--- config.mk ---
export PLATFORM = sky130hd
export DESIGN_NAME = binary_encoder_drain
export DESIGN_NICKNAME = d
export VERILOG_FILES = /design/src/rtl/binary_encoder_drain_pkg.sv /design/src/rtl/binary_encoder_drain_lsb_priority_encoder.sv /design/src/rtl/binary_encoder_drain.sv
export SDC_FILE = /design/constraint.sdc
export NUM_CORES = 1
export LEC_CHECK = 0
export ABC_CLOCK_PERIOD_IN_PS = 1590
export BUFFER_PORTS_ARGS = -buffer_cell sky130_fd_sc_hd__buf_4
export CAP_MARGIN = 20
export CORE_AREA = 2 2 39 41
export CTS_CLUSTER_SIZE = 40
export DETAILED_ROUTE_END_ITERATION = 8
export DIE_AREA = 0 0 41 43
export SLEW_MARGIN = 0
export SYNTH_ARGS = -nofsm -noshare
export SYNTH_HDL_FRONTEND = slang
export SYNTH_SLANG_ARGS = --single-unit
--- constraint.sdc ---
create_clock -name clk -period 1.59 [get_ports clk]
set_input_delay 0 -clock clk [delete_from_list [all_inputs] [get_ports clk]]
set_output_delay 0 -clock clk [all_outputs]
set_load 0.05 [all_outputs]
--- src/rtl/binary_encoder_drain_pkg.sv ---
// Shared request-line types for the binary decoder/encoder pair.
// The default request count sets the width of the vector and index types.
package binary_codec_pkg;

  localparam int N_REQ = 4;

  typedef logic [N_REQ-1:0]         req_vec_t;
  typedef logic [$clog2(N_REQ)-1:0] req_idx_t;

endpackage

--- src/rtl/binary_encoder_drain_lsb_priority_encoder.sv ---
// Combinational lowest-set-bit encoder: index of the lowest set bit,
// whether any bit is set, and whether exactly one bit is set.
module lsb_priority_encoder #(
  parameter int N = 4,
  parameter int W = $clog2(N)
) (
  input  logic [N-1:0] vec,
  output logic [W-1:0] idx,
  output logic         any,
  output logic         only_one
);

  // Scanning from the top down leaves the lowest set bit as the final winner.
  always_comb begin
    idx = '0;
    for (int i = N - 1; i >= 0; i--) begin
      if (vec[i]) idx = W'(i);
    end
  end

  assign any      = |vec;
  assign only_one = any && ((vec & (vec - N'(1))) == '0);

endmodule

--- src/rtl/binary_encoder_drain.sv ---
// Drains a multi-hot request vector into a stream of binary indices,
// lowest index first, one per output handshake.
module binary_encoder_drain
  import binary_codec_pkg::*;
#(
  parameter int N = N_REQ,
  parameter int W = $clog2(N)
) (
  input  logic         clk,
  input  logic         rst_n,
  input  logic         in_valid,
  output logic         in_ready,
  input  logic [N-1:0] in_vec,
  output logic         out_valid,
  input  logic         out_ready,
  output logic [W-1:0] out_idx,
  output logic         out_last
);

  logic [N-1:0] pend;
  logic [N-1:0] clr_mask;
  logic [W-1:0] low_idx;
  logic         pend_any;
  logic         pend_one;
  logic         slot_free;
  logic         accept;

  lsb_priority_encoder #(
    .N (N),
    .W (W)
  ) u_enc (
    .vec      (pend),
    .idx      (low_idx),
    .any      (pend_any),
    .only_one (pend_one)
  );

  assign in_ready  = (pend == '0);
  assign accept    = in_valid && in_ready;
  assign slot_free = !out_valid || out_ready;

  always_comb begin
    clr_mask = '0;
    for (int i = 0; i < N; i++) begin
      clr_mask[i] = (low_idx == W'(i));
    end
  end

  // Accept only happens with pend empty and load only with pend non-empty, so
  // the pend update never has to merge; the slot can still drain while a new
  // vector is accepted, which is the idle output cycle between vectors.
  always_ff @(posedge clk) begin
    if (!rst_n) begin
      pend      <= '0;
      out_valid <= 1'b0;
      out_idx   <= '0;
      out_last  <= 1'b0;
    end else begin
      if (accept) begin
        pend <= in_vec;
      end else if (slot_free && pend_any) begin
        pend <= pend & ~clr_mask;
      end

      if (slot_free) begin
        if (pend_any) begin
          out_valid <= 1'b1;
          out_idx   <= low_idx;
          out_last  <= pend_one;
        end else if (out_valid) begin
          out_valid <= 1'b0;
        end
      end
    end
  end

endmodule
# Yosys cells after proc, flatten, opt, wreduce, memory -nomap -nowiden

Index checks and enable logic that the tools add are counted.

Flip-flop bits (word level): 8
Word-level logic and storage cells: 29
Output and inout bits: 5

Mux-type cells: 7
Reduce and logical (&&, ||, !) cells: 11
Add/sub/neg operators: 1
Bitwise operators: 3
Eq/ne operators: 3

Operators by type and width:

| operator              | number |
|---|---|
| $and A4 B4 Y4         | 2 |
| $logic_not A4 Y1      | 2 |
| $mux W2               | 4 |
| $mux W4               | 2 |
| $eq A2 B2 Y1 const B  | 2 |
| $not A4 Y4            | 1 |
| $reduce_or A4 Y1      | 1 |
| $sub A4 B1 Y4 const B | 1 |
| $logic_and A1 B1 Y1   | 3 |
| $eq A2 B1 Y1 const B  | 1 |
| $logic_not A2 Y1      | 1 |
| $reduce_and A2 Y1     | 1 |
| $reduce_bool A2 Y1    | 1 |
| $logic_not A1 Y1      | 1 |
| $logic_or A1 B1 Y1    | 1 |
| $mux W1               | 1 |

# Depth between registers and ports, before layout

Gate-level depths: netlist of run 1.

Depth after elaboration: 9
Mapped depth: 4

# Cells and area by module

Synthesis of run 1 repeated with hierarchy kept, for this count alone.

Cells, all modules: 45
Area, all modules: 431.7 µm²

By module, submodules not included:

| module               | instances | sequential area each (µm²) | cells each | area each (µm²) |
|---|---|---|---|---|
| binary_encoder_drain | 1         | 160.2                      | 34         | 366.6 |
| lsb_priority_encoder | 1         | 0.0                        | 11         | 65.1 |

# Least setup slack after synthesis of run 1

No wires, ideal clock.

Path kind: reg2reg
Start: reg pend[1]
End: reg pend[3]
Slack: -0.009 ns
Stages on the path, launching flop included: 5
Clock period less this slack: 1.599 ns
Arrival: 1.540 ns
Data required time: 1.531 ns
Buffers on the path: 1
Cells stage by stage: dfxtp_1 -> buf_6 -> nor4_4 -> and3_1 -> a32o_2

Elaborated cells on any way between the ends: 12

RTL lines:

| item                                                 | RTL line                   | source |
|---|---|---|
| from (decl)                                          | binary_encoder_drain.sv:20 | `logic [N-1:0] pend;` |
| from (signal assigned)                               | binary_encoder_drain.sv:60 | `pend <= in_vec;` |
| from (signal assigned)                               | binary_encoder_drain.sv:62 | `pend <= pend & ~clr_mask;` |
| $logic_not A4 Y1 (*)                                 | binary_encoder_drain.sv:38 | `assign in_ready = (pend == '0);` |
| named net in_ready                                   | binary_encoder_drain.sv:12 | `output logic in_ready,` |
| $logic_and A1 B1 Y1 (*)                              | binary_encoder_drain.sv:39 | `assign accept = in_valid && in_ready;` |
| $mux W4 / $reduce_bool A2 Y1 (equally long branches) | --                         |  |

Mark *: on every way through the listed nets, which the timed path passes. The rest lies on a longest branch. The select of a mux whose other input is x is not followed.
A chain may end at the register's enable or synchronous reset.

# Worst setup path in the final report of run 1

Start: reg out_valid
End: reg out_idx[1]

Word-level cells in the longest chain between the ends: 3

Ends and longest elaborated chain:

| item                        | RTL line                   | source |
|---|---|---|
| from (decl)                 | binary_encoder_drain.sv:14 | `output logic out_valid,` |
| from (signal assigned)      | binary_encoder_drain.sv:55 | `out_valid <= 1'b0;` |
| from (signal assigned)      | binary_encoder_drain.sv:67 | `out_valid <= 1'b1;` |
| from (signal assigned)      | binary_encoder_drain.sv:71 | `out_valid <= 1'b0;` |
| $logic_not A1 Y1            | binary_encoder_drain.sv:40 | `assign slot_free = !out_valid \|\| out_ready;` |
| $logic_or A1 B1 Y1          | binary_encoder_drain.sv:40 |  |
| $reduce_and A2 Y1 (no line) | --                         |  |
| to (signal assigned)        | binary_encoder_drain.sv:68 | `out_idx <= low_idx;` |
| to (decl)                   | binary_encoder_drain.sv:16 | `output logic [W-1:0] out_idx,` |

No other way between the ends.

==> results of run 1 <==
[cells by family after synthesis]
logic type	after synthesis	synth area share
buffers and inverters	5	0.0912
adder cells (fa/ha/maj)	1	0.0261
AND/OR/NAND/NOR	14	0.225
AO/OA/AOI/OAI	10	0.241
flip-flops	8	0.417
[sequential cells by signal (all words and copies together) (netlist names)]
| register | cells |
|---|---|
| out_idx | 2 |
| out_valid | 1 |
| out_last | 1 |
| pend | 4 |
[cell usage after synthesis]
library cell	instances	area [um^2]
nor2b_1	1	6.26
o311a_1	1	10.0
o2bb2ai_1	1	8.76
and3_1	1	6.26
a32o_2	1	11.3
a32o_1	2	20.0
inv_1	1	3.75
maj3_1	1	10.0
o21a_1	1	7.51
dfxtp_1	8	160
o221a_2	2	22.5
nand2b_1	1	6.26
or4_4	1	11.3
buf_6	2	22.5
a21oi_1	1	5.00
nor2_1	7	26.3
nand2_1	1	3.75
nor4_4	1	21.3
nor3_1	1	5.00
clkbuf_1	1	3.75
o21bai_1	1	7.51
buf_2	1	5.00
[worst max path at each step]
stage	start	end	slack, ps	cells past startpoint
2_1_floorplan	pend[1]	pend[0]	-3	4
5_1_grt	out_valid	out_idx[0]	100	3
4_1_cts	out_valid	out_idx[1]	210	3
3_3_place_gp	out_valid	pend[3]	260	3
3_5_place_dp	out_valid	out_idx[1]	230	3
6_report	out_valid	out_idx[1]	210	3
[worst reg2reg max path: stages, from the launching register on]
cell and delay, ps:
dfxtp_1 320, nor2b_1 550, nor2_1 130, o221a_2 280
[per-stage QoR]
step	instances	power (uW)	hold WS, ps
after floorplan	38	377	117
after global placement	62	419	212
after detailed placement	62	421	215
after CTS	69	590	32.6
after global routing	69	618	44.5
final	69	584	34.1
[layout by cell type (no fill, tap or decap)]
cell           instances
nor2_1                 7
inv_1                  1
nor3_1                 1
or4_4                  1
o21bai_1               1
nand2_1                1
nand2b_1               1
nor4_4                 1
buf_4                 12
a21oi_1                1
and3_4                 1
dfxtp_1                8
dlygate4sd3_1          4
o2bb2ai_1              1
o21a_1                 1
o311a_1                1
a32o_2                 1
o221a_2                2
nor2b_1                1
clkbuf_4               3
maj3_1                 1
a32o_1                 2
[layer usage]
metal / up-vias / track usage / part of all wire / wire [um]
met2: 6 / 0.166 / 0.49 / 380
met1: 155 / 0.136 / 0.46 / 356
li1: 172 / - / - / -
met4: 0 / 0.0800 / 0 / 0
met3: 0 / 0.0471 / 0.049 / 38
met5: - / 0 / 0 / 0
[report_power, final]
| group | switching [uW] | leakage, uW | internal, uW | total [uW] |
|---|---|---|---|---|
| combinational | 102 | 0.000147 | 80.7 | 182 |
| sequential | 19.9 | 0.0000657 | 220 | 240 |
| clock | 75.0 | 0.0000138 | 86.8 | 162 |
[cell type report]
type,instances,area (um^2)
repair buffers,16,130
fillers,136,853
flip-flops and latches,8,160
clock buffers,3,22.5
multi-input cells,25,194
well taps,16,20.0
inverters,1,3.75
[repair_timing]
item                       CTS  global route
hold endpoints to repair     4             0
setup endpoints to repair    0             0
hold buffers                 4             0
resized for setup            0             0
==> impl_results.md, run 1 <==
- Outcome: finished clean
- Worst path bufs/invs: 0
- CP startpoint kind: flip-flop
- Fin. Hold Viols: 0
- Largest net degree at the start of global routing: 11
- Maximum clock path buffer count: 2
- Total GRT Usage: 0.117
- Synth Cell Area: 384 um^2
- Routed wire per std cell: 11.2 um
- Routed Antenna Nets: 0
- Crit end category: flip-flop
- Crit path max-delay family: simple AND/OR/NAND/NOR gates
- GP Congestion: 0.648
- Mapped Nets: 46
- Worst Hold Class: input port to flip-flop
- Count of final setup violators: 0
- First-pass GRT wire length: 1.32 mm
- Chip height: 43 um
- Final period util: 0.868
- Vias in the first global route: 321
- Max_cap viols: 0
- Skew final: 0.541 ps
- Die Area: 1760 um^2
- Slew Viols, Final: 0
- RSZ-0062 raised after global routing: no
- Sequential area share after synthesis: 0.417
- Initial antenna violation count: 0
- Final setup margin: 209 ps
- CTS Sinks: 8
- Clock Latency Late Sink: 250 ps
- Layout Utilization: 0.383
- IO Port Bufs: 12
- Worst path required time: 1740 ps
- Vias after detailed routing: 333
- Post-route design area: 531 um^2
- RR Startpoint: out_valid
- Post-DP Area: 468 um^2
- Row cnt: 14
- R2r endpoint: out_idx[1]
- CTS tree: done
- P&R area growth vs syn: 38.1%
- Leak: 0.000226 uW
- Inserted Clock Buffers: 3
- PD cells: 1100 nW/um^2
- Peak VDD IR: 333 uV
- Worst-path cell chain: nor2b_1 -> nor2_1 -> o221a_2
- Total core area: 1380 um^2
- GR Overflow Total: 0
- Post-synthesis area per instance: 10.1 um^2
- Initial core utilization: 0.278
- CP Class: flip-flop to flip-flop
- DRC Markers: 0
- Ports: 13
- Fmax: 724 MHz
- Hold depth: 2
- Fraction of layout cells with a size suffix above 1: 0.396
- Syn Inst Count: 38
- Netlist cell types: 22
- Max incr delay on CP: 550 ps
- R2r worst-path depth: 3
- Dpl ws: 227 ps
- Yosys warns: 0
- Post-CTS Setup Bufs: 0
- Relative slew slack: 0.559
- Hold endpoint: out_valid
- Clock slew at reported path FFs: 60 ps
- Tightest Pin Transition: 660 ps
- Min Tclk post-route: 1380 ps
- TNS Setup: 0 ps
- Worst-path fanout max: 10
- H-tree levels: 1
- First-pass DRT Iterations: 4
- Hold_sp: rst_n
- Die X-Extent: 41 um
- Clock root cell: clkbuf_4
- Diode count: 0
- Detailed-route wire length: 775 um
- Yosys reg bits: 8
- Final nets: 63
- DRT iter0 DRCs: 10
- Vias per cell: 4.83
- Slowest CP cell: nor2b_1
- Reg-to-reg slack, setup: 210 ps
- Crit path arrival time: 1530 ps
No activity file was read; power rests on OpenSTA's default activity.
==> inputs of run 2 (changes only) <==
--- a/config.mk
+++ b/config.mk
@@ -6,6 +6,7 @@
 export NUM_CORES = 1
 export LEC_CHECK = 0
+export ABC_AREA = 1
 export ABC_CLOCK_PERIOD_IN_PS = 1590
-export BUFFER_PORTS_ARGS = -buffer_cell sky130_fd_sc_hd__buf_4
+export BUFFER_PORTS_ARGS = -buffer_cell sky130_fd_sc_hd__clkbuf_2
 export CAP_MARGIN = 20
 export CORE_AREA = 2 2 39 41
==> constraint.sdc (replaced) <==
create_clock -name clk -period 1.59 [get_ports clk]
set_input_delay 0.159 -clock clk [delete_from_list [all_inputs] [get_ports clk]]
set_output_delay 0.159 -clock clk [all_outputs]
set_load 0.05 [all_outputs]
==> run 2 against run 1 <==
Critical path depth increased by 1; fmax is 0.60% higher; clock power hardly changed; worst setup slack improved by 8.3 ps; clock skew grew 9.6 ps; sequential power is 3% higher; via count grew 18%; first-iteration DRC count down 30%; cell area decreased by 3.5%; core utilization fell by 1.4 points; sequential share of layout area rose by 1.1 points; register-to-register slack better by 280 ps; critical path type is now flip-flop to output pin; largest cell class unchanged; largest power group unchanged.
==> impl_results.md, run 2 <==
- Outcome: finished clean
- Count of final setup violators: 0
- Vias after detailed routing: 392
- Peak VDD IR: 379 uV
- CP startpoint kind: flip-flop
- Row cnt: 14
- Post-CTS Setup Bufs: 0
- Fraction of layout cells with a size suffix above 1: 0.278
- Reg-to-reg slack, setup: 490 ps
- R2r worst-path depth: 6
- Fillers: 158
- First-pass DRT Iterations: 3
- Initial core utilization: 0.296
- DRT iter0 DRCs: 7
- Worst-path fanout max: 5
- RSZ-0062 raised after global routing: no
- RR Startpoint: pend[1]
- Die Area: 1760 um^2
- Routed wire per std cell: 9.66 um
- Leak: 0.000250 uW
- Area leader, netlist: dfxtp_1
- DRC Markers: 0
- First-pass GRT wire length: 1.28 mm
- Final nets: 82
- Synth top cells by count: 12 x nand2_1, 8 x dfxtp_1, 8 x inv_1, 7 x a21oi_1, 6 x nor2_1
- Ports: 13
- Hold depth: 3
- GR Overflow Total: 0
- Max reg flops: 4
- Largest registers: pend x4, out_idx x2
- # resized after CTS: 0
- Largest cells by area after synthesis: dfxtp_1 39%, nand2_1 11%, a21oi_1 8.6%, nor2_4 8.3%, inv_1 7.3%
- CTS Sinks: 8
- PD cells: 1270 nW/um^2
- Met2 Track Usage GR: 0.156
- Chip height: 43 um
- DP Wirelength: 629 um
- Vias in the first global route: 335
- Routed Antenna Nets: 0
- Clock root cell: clkbuf_4
- Initial antenna violation count: 0
- Max incr delay on CP: 360 ps
- Final period util: 0.863
- Min Tclk post-route: 1370 ps
- TNS Setup: 0 ps
- Diode count: 0
- Post-synthesis area per instance: 7.18 um^2
- Clock slew at reported path FFs: 60 ps
- P&R area growth vs syn: 25.1%
- Most common cell in the netlist: nand2_1
- Largest net degree at the start of global routing: 9
- GRT Max-Usage Layer: met2
- Post-route design area: 512 um^2
- Slew Viols, Final: 0
- Crit path max-delay family: flip-flops
- CP Class: flip-flop to output pin
- Crit end category: output pin
- Yosys reg bits: 8
- Synth Cell Area: 409 um^2
- Post-DP Area: 489 um^2
- Met1 GRT Util: 0.130
- R2r endpoint: out_last
- Max_cap viols: 0
- IO Port Bufs: 12
- Worst path bufs/invs: 2
- Crit path arrival time: 1210 ps
- Most frequent cells in the layout: 12 x nand2_1, 12 x clkbuf_2, 8 x inv_1, 8 x dfxtp_1, 7 x a21oi_1
- GP Congestion: 0.705
- Hold_sp: in_vec[3]
- Total core area: 1380 um^2
- Vias per cell: 4.45
- Relative slew slack: 0.817
- Met3 Usage GRT: 0.0785
- Post-synth top flop: dfxtp_1
- Worst path required time: 1430 ps
- Total GRT Usage: 0.115
- Sequential area share after synthesis: 0.391
- Asr flop ratio synth: 0
- H-tree levels: 1
- Number of flops mapped to enable cells by yosys: 0
- Worst Hold Class: input port to flip-flop
- Clock Latency Late Sink: 260 ps
- Inserted Clock Buffers: 3
- Synth top area share: 0.391
- Detailed-route wire length: 850 um
- Slowest CP cell: dfxtp_1
- Mapped Nets: 65
- CTS tree: done
- Tightest Pin Transition: 276 ps
- Fmax: 729 MHz
- Hold endpoint: pend[3]
- Maximum clock path buffer count: 2
- Netlist cell types: 12
- Post-CTS Hold Buffers: 0
- Fin. Hold Viols: 0
- Skew final: 10.2 ps
- Syn Inst Count: 57
- Die X-Extent: 41 um
- Worst-path cell chain: nor2_4 -> nand2_4 -> inv_1 -> clkbuf_2
- Reg with most FFs: pend
- Yosys warns: 0
## run 2: changes by cell type after synthesis, sizes merged, moves of 2 or more
cell	before	now
nand2	1	14
inv	1	8
a21oi	1	7
nand3	0	4
o21ai	0	4
a32o	3	0
buf	3	0
nor2	7	9
o221a	2	0
## run 2: cell type report
class / count / area (um^2) / area share
Multi-Input combinational cell: 41 / 219 / 0.428
Clock buffer: 3 / 22.5 / 0.0440
Tap cell: 16 / 20.0 / 0.0391
Sequential cell: 8 / 160 / 0.313
Inverter: 8 / 30.0 / 0.0587
Timing Repair Buffer: 12 / 60.1 / 0.117
## run 2: report_power, final
| group | total, uW | internal (uW) | switching, uW | leakage, uW |
|---|---|---|---|---|
| clock | 159 | 86.6 | 72.2 | 0.0000138 |
| sequential | 248 | 226 | 22.4 | 0.0000656 |
| combinational | 245 | 67.6 | 177 | 0.000171 |
| total | 652 | 380 | 272 | 0.000250 |
## run 2: stage by stage
step | setup WS [ps] | std cells | util | power, uW | hold slack [ps]
floorplan | 284 | 57 | - | 444 | 284
global placement | 490 | 85 | 0.354 | 499 | 398
detailed placement | 485 | 85 | 0.354 | 499 | 400
CTS | 213 | 88 | 0.370 | 658 | 128
global route | 152 | 88 | 0.370 | 690 | 130
finish | 218 | 88 | 0.370 | 652 | 129
## run 2: worst max path at each step
stage / from / endpoint / slack (ps) / depth (start not counted)
final: pend[1] / in_ready / 220 / 4
after global routing: pend[2] / in_ready / 150 / 4
after CTS: pend[1] / in_ready / 210 / 4
after detailed placement: pend[2] / out_last / 480 / 6
after global placement: pend[1] / out_last / 490 / 6
after floorplan: out_valid / out_last / 280 / 7
## run 2: worst min-delay path, delay by kind of cell
| family | cells | cell delay [ps] |
|---|---|---|
| simple gates | 1 | 50 |
| buf+inv | 1 | 80 |
| compound gates | 1 | 50 |
## run 2: kinds of logic (layout without fill, tap and decap cells)
group,after synthesis,count (layout),share of synthesized area
compound gates,12,12,0.153
simple gates,29,29,0.382
buf+inv,8,23,0.0734
flops,8,8,0.391
## run 2: layer usage
layer  share of wire  up-vias  wire length [um]
met3           0.065        2                55
li1                -      214                 -
met1            0.46      165               388
met2            0.46       11               395
met5               0        -                 0
met4           0.013        0                11
==> inputs of run 3 (changes only) <==
- CELL_PAD_IN_SITES_DETAIL_PLACEMENT: not set -> 0
- CELL_PAD_IN_SITES_GLOBAL_PLACEMENT: not set -> 1
- CORE_AREA: 2 2 39 41 -> not set
- CORE_MARGIN: not set -> 4
- CORE_UTILIZATION: not set -> 31
- DIE_AREA: 0 0 41 43 -> not set
- PLACE_DENSITY: not set -> 0.7
==> run 3 against run 2 <==
Sequential cell count did not move; combinational power barely moved; first-iteration DRC count fell by 14%; highest routed layer unchanged; cell area fell by 0.49%.
==> impl_results.md, run 3 (same netlist as run 2, synthesis figures left out) <==
- Outcome: finished clean
- GP Congestion: 0.744
- DRC Markers: 0
- First-pass GRT wire length: 1.45 mm
- Die X-Extent: 44.3 um
- Fmax: 722 MHz
- CTS Sinks: 8
- Relative slew slack: 0.815
- # resized after CTS: 0
- Inserted Clock Buffers: 3
- R2r worst-path depth: 6
- Post-CTS Setup Bufs: 0
- Slew Viols, Final: 0
- Worst-path fanout max: 5
- Post-CTS Hold Buffers: 0
- Slowest CP cell: dfxtp_1
- Vias per cell: 4.55
- Largest registers: pend x4, out_idx x2
- Chip height: 44.3 um
- CP Class: flip-flop to output pin
- Most frequent cells in the layout: 12 x nand2_1, 12 x clkbuf_2, 8 x inv_1, 8 x dfxtp_1, 7 x a21oi_1
- Ports: 13
- Skew final: 0.635 ps
- Peak VDD IR: 638 uV
- DP Wirelength: 672 um
- Routed Antenna Nets: 0
- Crit path arrival time: 1230 ps
- First-pass DRT Iterations: 4
- Clock Latency Late Sink: 260 ps
- Reg with most FFs: pend
- Met3 wire len: 73 um
- Row cnt: 12
- GR Overflow Total: 0
- Layout Utilization: 0.435
- TNS Setup: 0 ps
- Leak: 0.000250 uW
- Die Area: 1970 um^2
- Vias in the first global route: 354
- Total core area: 1170 um^2
- Final nets: 82
- DRT iter0 DRCs: 6
- PD cells: 1270 nW/um^2
- Max_cap viols: 0
- H-tree levels: 1
- Vias after detailed routing: 391
- Total GRT Usage: 0.110
- Routed wire per std cell: 10.0 um
- Worst Hold Class: input port to flip-flop
- Fin. Hold Viols: 0
- RSZ-0062 raised after global routing: no
- Clock slew at reported path FFs: 50 ps
- CP startpoint kind: flip-flop
- Crit path max-delay family: flip-flops
- Hold_ws: 137 ps
- Worst path bufs/invs: 2
- Detailed-route wire length: 860 um
- Worst path required time: 1430 ps
- Largest net degree at the start of global routing: 9
- Crit end category: output pin
- Met1 WL: 412 um
- Initial antenna violation count: 0
- Fraction of layout cells with a size suffix above 1: 0.278
- Met2 WL post-DR: 336 um
- Clock root cell: clkbuf_4
- Count of final setup violators: 0
- IO Port Bufs: 12
- Crit path depth: 4
- Hold depth: 3
- CTS tree: done
- Min Tclk post-route: 1390 ps
- Max reg flops: 4
- Worst-path cell chain: nor2_4 -> nand2_4 -> inv_1 -> clkbuf_2
- Initial core utilization: 0.349
- Maximum clock path buffer count: 2
- Fillers: 127
- Tightest Pin Transition: 278 ps
- Top sig layer: met4
- Diode count: 0
- Final period util: 0.871
- Max incr delay on CP: 360 ps
- P&R area growth vs syn: 24.5%
[run 3: cell counts in the layout (fill, tap and decap cells not counted)]
No cell type changed its count.
[run 3: stage by stage]
step / worst slack, ps / area [um^2] / cells / total power [uW]
detailed placement: 474 / 487 / 83 / 500
CTS: 189 / 509 / 86 / 659
floorplan: 284 / 409 / 57 / 444
global placement: 475 / 487 / 83 / 502
global route: 107 / 509 / 86 / 703
finish: 205 / 509 / 86 / 648
[run 3: worst paths after layout]
path | startpoint | endpoint | slack [ps]
worst max-delay path | pend[1] | in_ready | 200
worst min register to register | out_idx[1] | out_idx[1] | 470
worst max register to register | pend[1] | out_last | 480
worst min-delay path | in_vec[3] | pend[3] | 140
[run 3: power breakdown]
part / internal [uW] / switching [uW]
combinational: 67.6 / 176
sequential: 226 / 22.2
clock: 86.3 / 69.1
[run 3: routing by layer]
layer / GRT usage / vias to the layer above
li1: - / 219
met3: 0.0528 / 5
met2: 0.142 / 14
met5: 0 / -
met4: 0.108 / 0
met1: 0.126 / 153
[run 3: cell type report]
type	count	area, um^2	share of cell area
multi-input cells	41	219	0.430
flip-flops and latches	8	160	0.314
repair buffers	12	60.1	0.118
inverters	8	30.0	0.0590
clock buffers	3	22.5	0.0442
well taps	14	17.5	0.0344
[run 3: tightest hold or removal path: cells and delay by family]
| family | cells | cell delay (ps) |
|---|---|---|
| AOI/OAI and AO/OA | 1 | 50 |
| buffers and inverters | 1 | 80 |
| and+or+nand+nor | 1 | 50 |
